**config.mk**
```make
export PLATFORM = sky130hd
export DESIGN_NAME = nec_ir_rcv
export DESIGN_NICKNAME = d
export VERILOG_FILES = /design/src/rtl/nec_ir_pkg.sv /design/src/rtl/nec_ir_rcv_edge_sync.sv /design/src/rtl/nec_ir_rcv.sv
export SDC_FILE = /design/constraint.sdc
export NUM_CORES = 1
export LEC_CHECK = 0
export ABC_AREA = 1
export CAP_MARGIN = 40
export CORE_UTILIZATION = 45
export DETAILED_ROUTE_END_ITERATION = 16
export HOLD_SLACK_MARGIN = 0.03
export PLACE_DENSITY = 0.76
export SLEW_MARGIN = 5
export SYNTH_ARGS = -nofsm -noshare
export SYNTH_HDL_FRONTEND = slang
export SYNTH_SLANG_ARGS = --single-unit
```
**constraint.sdc**
```tcl
create_clock -name sys_clk -period 1.9 [get_ports sys_clk]
set_input_delay 0.38 -clock sys_clk [delete_from_list [all_inputs] [get_ports sys_clk]]
set_output_delay 0.38 -clock sys_clk [all_outputs]
set_load 0.05 [all_outputs]
```
**src/rtl/nec_ir_pkg.sv**
```systemverilog
// NEC IR receiver shared definitions.
//   - decoder FSM state encoding
//   - default phase-window limits in 50 MHz sys_clk cycles
//   - phase counter width and a window-compare helper
package nec_ir_pkg;

  localparam int CNT_W = 19;

  localparam int unsigned DEF_CNT_056_MIN = 20000;
  localparam int unsigned DEF_CNT_056_MAX = 35000;
  localparam int unsigned DEF_CNT_169_MIN = 80000;
  localparam int unsigned DEF_CNT_169_MAX = 90000;
  localparam int unsigned DEF_CNT_225_MIN = 100000;
  localparam int unsigned DEF_CNT_225_MAX = 125000;
  localparam int unsigned DEF_CNT_45_MIN  = 175000;
  localparam int unsigned DEF_CNT_45_MAX  = 275000;
  localparam int unsigned DEF_CNT_9_MIN   = 400000;
  localparam int unsigned DEF_CNT_9_MAX   = 490000;

  typedef enum logic [2:0] {
    IDLE,
    LEAD_LOW,
    LEAD_HIGH,
    DATA_LOW,
    DATA_HIGH,
    CHECK,
    REPEAT_LOW
  } ir_state_e;

  // Inclusive window test on the phase counter.
  function automatic logic in_win(input logic [CNT_W-1:0] cnt,
                                  input int unsigned       lo,
                                  input int unsigned       hi);
    return (32'(cnt) >= lo) && (32'(cnt) <= hi);
  endfunction

endpackage

```
**src/rtl/nec_ir_rcv_edge_sync.sv**
```systemverilog
// ir_edge_sync: brings the asynchronous IR pin into the sys_clk domain and
// produces registered single-cycle rise/fall strobes.
//   clk   in   system clock
//   rst   in   asynchronous active-high reset
//   din   in   raw IR receiver output (idle high)
//   rise  out  one-cycle strobe on a synchronized 0->1 transition
//   fall  out  one-cycle strobe on a synchronized 1->0 transition
module ir_edge_sync (
  input  logic clk,
  input  logic rst,
  input  logic din,
  output logic rise,
  output logic fall
);

  logic s1, s2, hist;

  // Flops reset to the idle-high level so reset release never fakes a fall.
  always_ff @(posedge clk or posedge rst) begin
    if (rst) begin
      s1   <= 1'b1;
      s2   <= 1'b1;
      hist <= 1'b1;
      rise <= 1'b0;
      fall <= 1'b0;
    end else begin
      s1   <= din;
      s2   <= s1;
      hist <= s2;
      rise <= s2 & ~hist;
      fall <= ~s2 & hist;
    end
  end

endmodule

```
**src/rtl/nec_ir_rcv.sv**
```systemverilog
// nec_ir_rcv: NEC infrared remote decoder.
// Measures pulse widths of the synchronized IR line, decodes leader, 32-bit
// frame (LSB first: addr, addr_inv, cmd, cmd_inv) and repeat codes.
//   sys_clk    in   50 MHz system clock
//   sys_rst    in   asynchronous active-high reset
//   inf_in     in   IR receiver output, idle high, active low
//   data       out  {12'h000, cmd} of the last valid frame
//   repeat_en  out  one-cycle pulse per valid repeat code
// Build option: define NEC_ADDR_CHECK_EN to also require addr == ~addr_inv
// before a frame is accepted (extended-address frames are then rejected).
module nec_ir_rcv
  import nec_ir_pkg::*;
#(
  parameter int unsigned CNT_056_MIN = DEF_CNT_056_MIN,
  parameter int unsigned CNT_056_MAX = DEF_CNT_056_MAX,
  parameter int unsigned CNT_169_MIN = DEF_CNT_169_MIN,
  parameter int unsigned CNT_169_MAX = DEF_CNT_169_MAX,
  parameter int unsigned CNT_225_MIN = DEF_CNT_225_MIN,
  parameter int unsigned CNT_225_MAX = DEF_CNT_225_MAX,
  parameter int unsigned CNT_45_MIN  = DEF_CNT_45_MIN,
  parameter int unsigned CNT_45_MAX  = DEF_CNT_45_MAX,
  parameter int unsigned CNT_9_MIN   = DEF_CNT_9_MIN,
  parameter int unsigned CNT_9_MAX   = DEF_CNT_9_MAX
) (
  input  logic        sys_clk,
  input  logic        sys_rst,
  input  logic        inf_in,
  output logic [19:0] data,
  output logic        repeat_en
);

  // Without the address check only the last 16 bits shifted in (cmd and
  // cmd_inv) matter, so the shift register is trimmed to those.
`ifdef NEC_ADDR_CHECK_EN
  localparam int SR_W = 32;
`else
  localparam int SR_W = 16;
`endif

  logic             rise, fall;
  logic [CNT_W-1:0] cnt;
  ir_state_e        state, state_nxt;
  logic [4:0]       bit_idx;
  logic [SR_W-1:0]  sr;
  logic             frame_valid;

  logic bit_clr, bit_inc, shift_en, shift_bit, frame_ok, rep_hit;
  logic win_056, win_169, win_225, win_45, win_9;
  logic [7:0] cmd, cmd_inv;
  logic       cmd_ok, addr_ok;

  ir_edge_sync u_sync (
    .clk  (sys_clk),
    .rst  (sys_rst),
    .din  (inf_in),
    .rise (rise),
    .fall (fall)
  );

  // Phase counter: restarts on every line edge, saturates so a stuck line
  // still trips the timeout.
  always_ff @(posedge sys_clk or posedge sys_rst) begin
    if (sys_rst)           cnt <= '0;
    else if (rise || fall) cnt <= '0;
    else if (cnt != '1)    cnt <= cnt + 1'b1;
  end

  assign win_056 = in_win(cnt, CNT_056_MIN, CNT_056_MAX);
  assign win_169 = in_win(cnt, CNT_169_MIN, CNT_169_MAX);
  assign win_225 = in_win(cnt, CNT_225_MIN, CNT_225_MAX);
  assign win_45  = in_win(cnt, CNT_45_MIN,  CNT_45_MAX);
  assign win_9   = in_win(cnt, CNT_9_MIN,   CNT_9_MAX);

  assign cmd     = sr[SR_W-9 -: 8];
  assign cmd_inv = sr[SR_W-1 -: 8];
  assign cmd_ok  = (cmd == ~cmd_inv);
`ifdef NEC_ADDR_CHECK_EN
  assign addr_ok = (sr[7:0] == ~sr[15:8]);
`else
  assign addr_ok = 1'b1;
`endif

  always_ff @(posedge sys_clk or posedge sys_rst) begin
    if (sys_rst) state <= IDLE;
    else         state <= state_nxt;
  end

  always_comb begin
    state_nxt = state;
    bit_clr   = 1'b0;
    bit_inc   = 1'b0;
    shift_en  = 1'b0;
    shift_bit = 1'b0;
    frame_ok  = 1'b0;
    rep_hit   = 1'b0;
    // A phase longer than the longest legal one abandons decoding.
    if (state != IDLE && 32'(cnt) > CNT_9_MAX) begin
      state_nxt = IDLE;
    end else begin
      case (state)
        IDLE:      if (fall) state_nxt = LEAD_LOW;
        LEAD_LOW:  if (rise) state_nxt = win_9 ? LEAD_HIGH : IDLE;
        LEAD_HIGH: if (fall) begin
          if (win_45) begin
            state_nxt = DATA_LOW;
            bit_clr   = 1'b1;
          end else if (win_225) begin
            state_nxt = REPEAT_LOW;
          end else begin
            state_nxt = IDLE;
          end
        end
        DATA_LOW:  if (rise) state_nxt = win_056 ? DATA_HIGH : IDLE;
        DATA_HIGH: if (fall) begin
          if (win_056 || win_169) begin
            shift_en  = 1'b1;
            shift_bit = win_169;
            bit_inc   = 1'b1;
            state_nxt = (bit_idx == 5'd31) ? CHECK : DATA_LOW;
          end else begin
            state_nxt = IDLE;
          end
        end
        CHECK: begin
          frame_ok  = cmd_ok && addr_ok;
          state_nxt = IDLE;
        end
        REPEAT_LOW: if (rise) begin
          rep_hit   = win_056 && frame_valid;
          state_nxt = IDLE;
        end
        default: state_nxt = IDLE;
      endcase
    end
  end

  // LSB-first: each bit enters at the top and walks down.
  always_ff @(posedge sys_clk or posedge sys_rst) begin
    if (sys_rst) begin
      sr          <= '0;
      bit_idx     <= '0;
      data        <= '0;
      frame_valid <= 1'b0;
      repeat_en   <= 1'b0;
    end else begin
      repeat_en <= rep_hit;
      if (shift_en) sr <= {shift_bit, sr[SR_W-1:1]};
      if (bit_clr)      bit_idx <= '0;
      else if (bit_inc) bit_idx <= bit_idx + 1'b1;
      if (frame_ok) begin
        data        <= {12'h000, cmd};
        frame_valid <= 1'b1;
      end
    end
  end

endmodule

```
==> impl_metrics.json, run 1 <==
{
  "cts_buffers": 9,
  "pwr-share-comb": 0.119,
  "p_clk_frac": 0.441,
  "period_share": 1.00,
  "switching_share": 0.276,
  "multi_input_area_mm2": 0.00208,
  "fin_util": 0.584,
  "via_count": 3695,
  "worstPathArrival_ps": 2130,
  "num_rows": 33,
  "synth_area_mm2": 0.00380,
  "antenna_found_initial": 0,
  "synth_warnings": 0,
  "skew_ps": 9.68,
  "cp_top_family": "simple AND/OR/NAND/NOR gates",
  "avgSynthCellArea_um2": 7.52,
  "htree_num_levels": 3,
  "worst_ep_required_time_ps": 2130,
  "yosysMostFrequentCell": "nand2_1",
  "run_status": "complete, but fails checks",
  "critPathLaunchType": "flop",
  "first_iter_violations": 347,
  "rsz0062_at_grt": "true",
  "slowest_delay_ps": 450,
  "clk_pin_slew_worst_paths_ps": 70,
  "fin_cells": 674,
  "clk_path_buf_depth": 2,
  "finalSetupViolCount": 2,
  "holdWs_ps": 358,
  "p_per_area_mw_per_mm2": 616,
  "drive_above_1_share": 0.316,
  "cp_slowest_cell": "dfrtp_1",
  "ys_top_cells_by_area": "dfrtp_1 (36%), nand2_1 (11%), inv_1 (6.6%)",
  "worst-path-max-fanout": 6,
  "fillers": 672,
  "grt_pass1_wl_mm": 15.9,
  "grt_pass1_vias": 3300,
  "die_area_mm2": 0.00881,
  "drc_errors": 0,
  "place_congestion": 0.997,
  "tightestPinTransition_ps": 518,
  "viasPerCell": 5.48,
  "dp.cells": 635,
  "ys_types": 43,
  "grtUsageTotal": 0.236,
  "worst_hold_path_type": "flop to flop",
  "crit_buf_inv": 3,
  "ys_seq_area_frac": 0.383,
  "maxSlewHeadroom": 0.654,
  "final-max-slew-violation-count": 0,
  "path_cells": "inv_2 -> buf_4 -> nand3_1 -> nor2_2 -> nand3_1 -> nand2_1 -> nand2_1 -> nand2_4 -> nand3_4 -> clkbuf_16 -> nand3_2 -> nand2_1",
  "cts-root-buf": "clkbuf_8",
  "drv_cap": 0,
  "gr-total-overflow": 0,
  "clk_latency_ps": 350,
  "cts_tree": "yes",
  "switchingPower_mw": 0.812,
  "detail-route-antenna-nets": 0,
  "start_util": 0.465,
  "drt-pass1-iter-count": 5,
  "grt_max_degree": 24,
  "synth_edf_count": 0,
  "ff_latch_area_mm2": 0.00147,
  "wl_per_cell_um": 15.7,
  "worstSetupPathType": "flop to flop",
  "routed_wl_mm": 10.6,
  "nets": 571,
  "synth_top_area_share": 0.362,
  "place.port_buffers": 11,
  "seq_power_share": 0.439,
  "ioPinCount": 24,
  "synth-main-ff-cell": "dfrtp_1",
  "period_needed_ps": 1900,
  "vdd_drop_max_mv": 0.435,
  "syn_inst": 505,
  "postSynth.asyncResetShare": 1.00,
  "p_leak_nw": 2.40,
  "area_growth_pct": 25.7,
  "cp-end-kind": "flop",
  "fmax_mhz": 525,
  "fin_ws_ps": -3.63,
  "finalHoldViolations": 0,
  "dp_slack_ps": -10.8,
  "p_int_mw": 2.13,
  "synth_common_cells": "nand2_1 (116), inv_1 (67), dfrtp_1 (55), nor2_1 (46), nand3_1 (37)",
  "ys_ff_latch": 58,
  "diodes": 0,
  "hpwl_mm": 7.19,
  "synth_top_cell_by_area": "dfrtp_1",
  "cts_sinks": 58,
  "die_h_um": 93.9,
  "crit_top_cell": "nand2_1",
  "die_w_um": 93.9,
  "violations": "setup timing",
  "core_region_area_mm2": 0.00818
}
## power groups by stage
stage               clock, mW  combinational, mW  sequential, mW
floorplan                   0              0.220            1.31
global placement            0              0.305            1.30
CTS                      1.33              0.312            1.28
detailed placement          0              0.310            1.31
finish                   1.30              0.350            1.29
global route             1.37              0.392            1.29
## logic make-up (layout without fill, tap and decap cells)
kind of cell / count (synthesis) / after routing / share of synthesized area
XOR/XNOR: 9 / 9 / 0.0207
adder cells (fa/ha/maj): 4 / 4 / 0.0132
flip-flops: 58 / 58 / 0.383
buffers and inverters: 101 / 152 / 0.126
AND/OR/NAND/NOR: 270 / 272 / 0.349
AO/OA/AOI/OAI: 62 / 62 / 0.106
other: 1 / 12 / 0.000987
## layout by cell type, fill, tap and decap left out, drive strengths merged, types with 3 or more instances in the layout
master / Yosys / layout
nand2: 133 / 134
inv: 74 / 75
dfrtp: 55 / 55
nor2: 54 / 54
buf: 24 / 49
nand3: 45 / 45
o21ai: 40 / 40
nand4: 18 / 19
nor3: 15 / 15
conb: 1 / 12
clkbuf: 3 / 11
a21oi: 8 / 8
xor2: 5 / 5
dlymetal6s2s: 0 / 5
xnor2: 4 / 4
ha: 4 / 4
a31oi: 3 / 3
clkinv: 0 / 3
clkdlybuf4s50: 0 / 3
dlygate4sd2: 0 / 3
dfstp: 3 / 3
## registers in the layout, indices dropped and copies added, names as in the netlist
name,flops
u_sync.rise,1
sr,16
repeat_en,1
u_sync.fall,1
bit_idx,5
cnt,19
state,3
u_sync.s1,1
data,8
u_sync.s2,1
frame_valid,1
u_sync.hist,1
## layout make-up
type,count,area share
clock buffers,9,0.0259
clock inverters,7,0.0215
inverters,74,0.0582
multi-input cells,359,0.436
flip-flops and latches,58,0.308
well taps,105,0.0275
repair buffers,62,0.124
## worst paths after layout
check / slack (ps) / start / cells past startpoint / to
worst max-delay path: -4 / cnt[1] / 12 / bit_idx[1]
worst min-delay path: 360 / u_sync.s1 / 0 / u_sync.s2
worst max register to register: -4 / cnt[1] / 12 / bit_idx[1]
worst min register to register: 360 / u_sync.s1 / 0 / u_sync.s2
max in group asynchronous: 1020 / sys_rst / 3 / cnt[13]
min in group asynchronous: 380 / sys_rst / 2 / sr[12]
## through the flow
| step | total power [mW] | setup TNS [ps] | cell area (um2) |
|---|---|---|---|
| 4_1_cts | 2.92 | 0 | 4380 |
| 5_1_grt | 3.06 | -1760 | 4780 |
| 2_1_floorplan | 1.53 | 0 | 3840 |
| 3_5_place_dp | 1.62 | -23.9 | 4160 |
| 6_report | 2.94 | -4.46 | 4780 |
| 3_3_place_gp | 1.61 | 0 | 4160 |
## repair_timing
| item | in CTS | in global routing |
|---|---|---|
| resized for setup | 6 | 58 |
| pin swaps | 0 | 17 |
| buffers inserted | 0 | 18 |
| hold buffers | 0 | 0 |
| setup endpoints to repair | 6 | 43 |
| gates cloned | 0 | 5 |
## per-layer routing
layer / share of wire / track usage
met5: 0 / 0
met4: 0.036 / 0.115
met3: 0.082 / 0.0413
met2: 0.44 / 0.343
met1: 0.44 / 0.338
Note: power is estimated with default switching activity, not from simulation.
==> run 2: changes to the inputs <==
- PLACE_DENSITY: 0.76 -> 0.73
- clock period: 1.9 -> 2.3 ns (I/O delays scaled with it)
==> run 2 against run 1 <==
Net effect: the flow now finishes without violations; clock power fell by 25%; first-iteration DRC count fell by 28%; final area fell by 13%; highest routed layer unchanged.
==> impl_metrics.json, run 2 (same netlist as run 1, synthesis figures left out) <==
{
  "p_per_area_mw_per_mm2": 543,
  "place_congestion": 0.952,
  "path_cells": "ha_1 -> nand2_1 -> nor2_2 -> nand4_2 -> nor2_2 -> nand3b_1 -> nor2_2 -> nand2_2 -> nand2_1 -> nand2_1 -> nand2_1 -> nor2_1",
  "clk_pin_slew_worst_paths_ps": 70,
  "mostFrequentLayoutCells": "nand2_1 (116), inv_1 (66), dfrtp_1 (55)",
  "area_growth_pct": 9.35,
  "hpwl_mm": 6.58,
  "cts-root-buf": "clkbuf_8",
  "ioPinCount": 24,
  "diodes": 0,
  "finalSetupViolCount": 0,
  "grt_max_degree": 43,
  "die_area_mm2": 0.00881,
  "worstSetupPathDepth": 12,
  "detail-route-antenna-nets": 0,
  "first_iter_violations": 249,
  "cts_buffers": 9,
  "tightestPinTransition_ps": 520,
  "worstPathArrival_ps": 2290,
  "place.port_buffers": 11,
  "cts_setup_buffers": 0,
  "vdd_drop_max_mv": 0.427,
  "fin_util": 0.508,
  "routed_wl_mm": 8.80,
  "cp-end-kind": "flop",
  "fillers": 807,
  "tns_ps": 0,
  "hold_buffers": 0,
  "wl_per_cell_um": 14.0,
  "drive_above_1_share": 0.172,
  "worstSetupPathType": "flop to flop",
  "cp_slowest_cell": "dfrtp_1",
  "critPathLaunchType": "flop",
  "largest_reg_flops": 19,
  "ff2ff_path_depth": 12,
  "worst_hold_path_type": "flop to flop",
  "grtUsageTotal": 0.224,
  "maxSlewHeadroom": 0.652,
  "clk_latency_ps": 340,
  "period_share": 0.898,
  "start_util": 0.465,
  "worst-path-max-fanout": 6,
  "fmax_mhz": 484,
  "cp_top_family": "simple AND/OR/NAND/NOR gates",
  "skew_ps": 12.3,
  "grt_pass1_wl_mm": 15.2,
  "largest_register": "cnt",
  "cts_tree": "yes",
  "slowest_delay_ps": 440,
  "antenna_found_initial": 0,
  "gr-total-overflow": 0,
  "core_region_area_mm2": 0.00818,
  "period_needed_ps": 2070,
  "die_h_um": 93.9,
  "drv_cap": 0,
  "clk_path_buf_depth": 2,
  "htree_num_levels": 3,
  "p_leak_nw": 2.00,
  "viasPerCell": 5.25,
  "drt-pass1-iter-count": 5,
  "num_rows": 33,
  "nets": 524,
  "via_count": 3291,
  "holdPathStages": 0,
  "grt_pass1_vias": 3184,
  "cts_sinks": 58,
  "finalHoldViolations": 0,
  "die_w_um": 93.9,
  "crit_top_cell": "nand2_1",
  "rsz0062_at_grt": "false",
  "crit_buf_inv": 0,
  "run_status": "complete, no violations",
  "drc_errors": 0,
  "layout_commonest_cell": "nand2_1",
  "final-max-slew-violation-count": 0,
  "cts_resized": 0,
  "worst_ep_required_time_ps": 2530,
  "reg_top3": "cnt (19), sr (16), data (8)"
}
==> run 2: path summary, 6_finish.rpt <==
check / startpoint / endpoint / slack (ps)
hold reg to reg: u_sync.s1 / u_sync.s2 / 360
setup / recovery: cnt[0] / cnt[11] / 230
hold / removal: u_sync.s1 / u_sync.s2 / 360
min in group asynchronous: sys_rst / cnt[14] / 420
setup reg to reg: cnt[0] / cnt[11] / 230
max in group asynchronous: sys_rst / u_sync.hist / 1280
==> run 2: where the power goes <==
part | internal (mW) | switching, mW | leakage, nW
clock | 0.529 | 0.441 | 0.0945
sequential | 1.04 | 0.0355 | 0.793
combinational | 0.0512 | 0.154 | 1.11
total | 1.62 | 0.631 | 2.00
==> run 2: routing by layer <==
| metal | global-route usage | up-vias | wire length (um) |
|---|---|---|---|
| met4 | 0.0795 | 0 | 163 |
| met1 | 0.319 | 1546 | 4370 |
| li1 | - | 1632 | - |
| met3 | 0.0502 | 16 | 466 |
| met2 | 0.332 | 97 | 3800 |
| met5 | 0 | - | 0 |
==> run 2: metrics by stage <==
| step | instances | hold WS, ps | total power [mW] | area, um2 | worst slack [ps] |
|---|---|---|---|---|---|
| 2_1_floorplan | 516 | 345 | 1.27 | 3840 | 417 |
| 3_3_place_gp | 611 | 346 | 1.30 | 3950 | 295 |
| 3_5_place_dp | 611 | 347 | 1.30 | 3950 | 279 |
| 4_1_cts | 627 | 358 | 2.28 | 4150 | 268 |
| 5_1_grt | 627 | 371 | 2.35 | 4150 | 64.3 |
| 6_report | 627 | 359 | 2.25 | 4150 | 235 |
==> run 2: layout make-up <==
type | instances | area, um2 | share of cell area
multi-input combinational | 357 | 1910 | 0.459
sequential | 58 | 1460 | 0.350
inverter | 74 | 278 | 0.0669
timing repair buffer | 17 | 180 | 0.0434
clock buffer | 10 | 138 | 0.0331
tap | 105 | 131 | 0.0316
clock inverter | 6 | 66.3 | 0.0160
==> run 2: worst reg2reg max path, cell delays in order (launching register included) <==
cell and delay, ps:
dfrtp_1 440, ha_1 240, nand2_1 100, nor2_2 150
nand4_2 170, nor2_2 210, nand3b_1 120, nor2_2 120
nand2_2 140, nand2_1 120, nand2_1 60, nand2_1 50
nor2_1 40
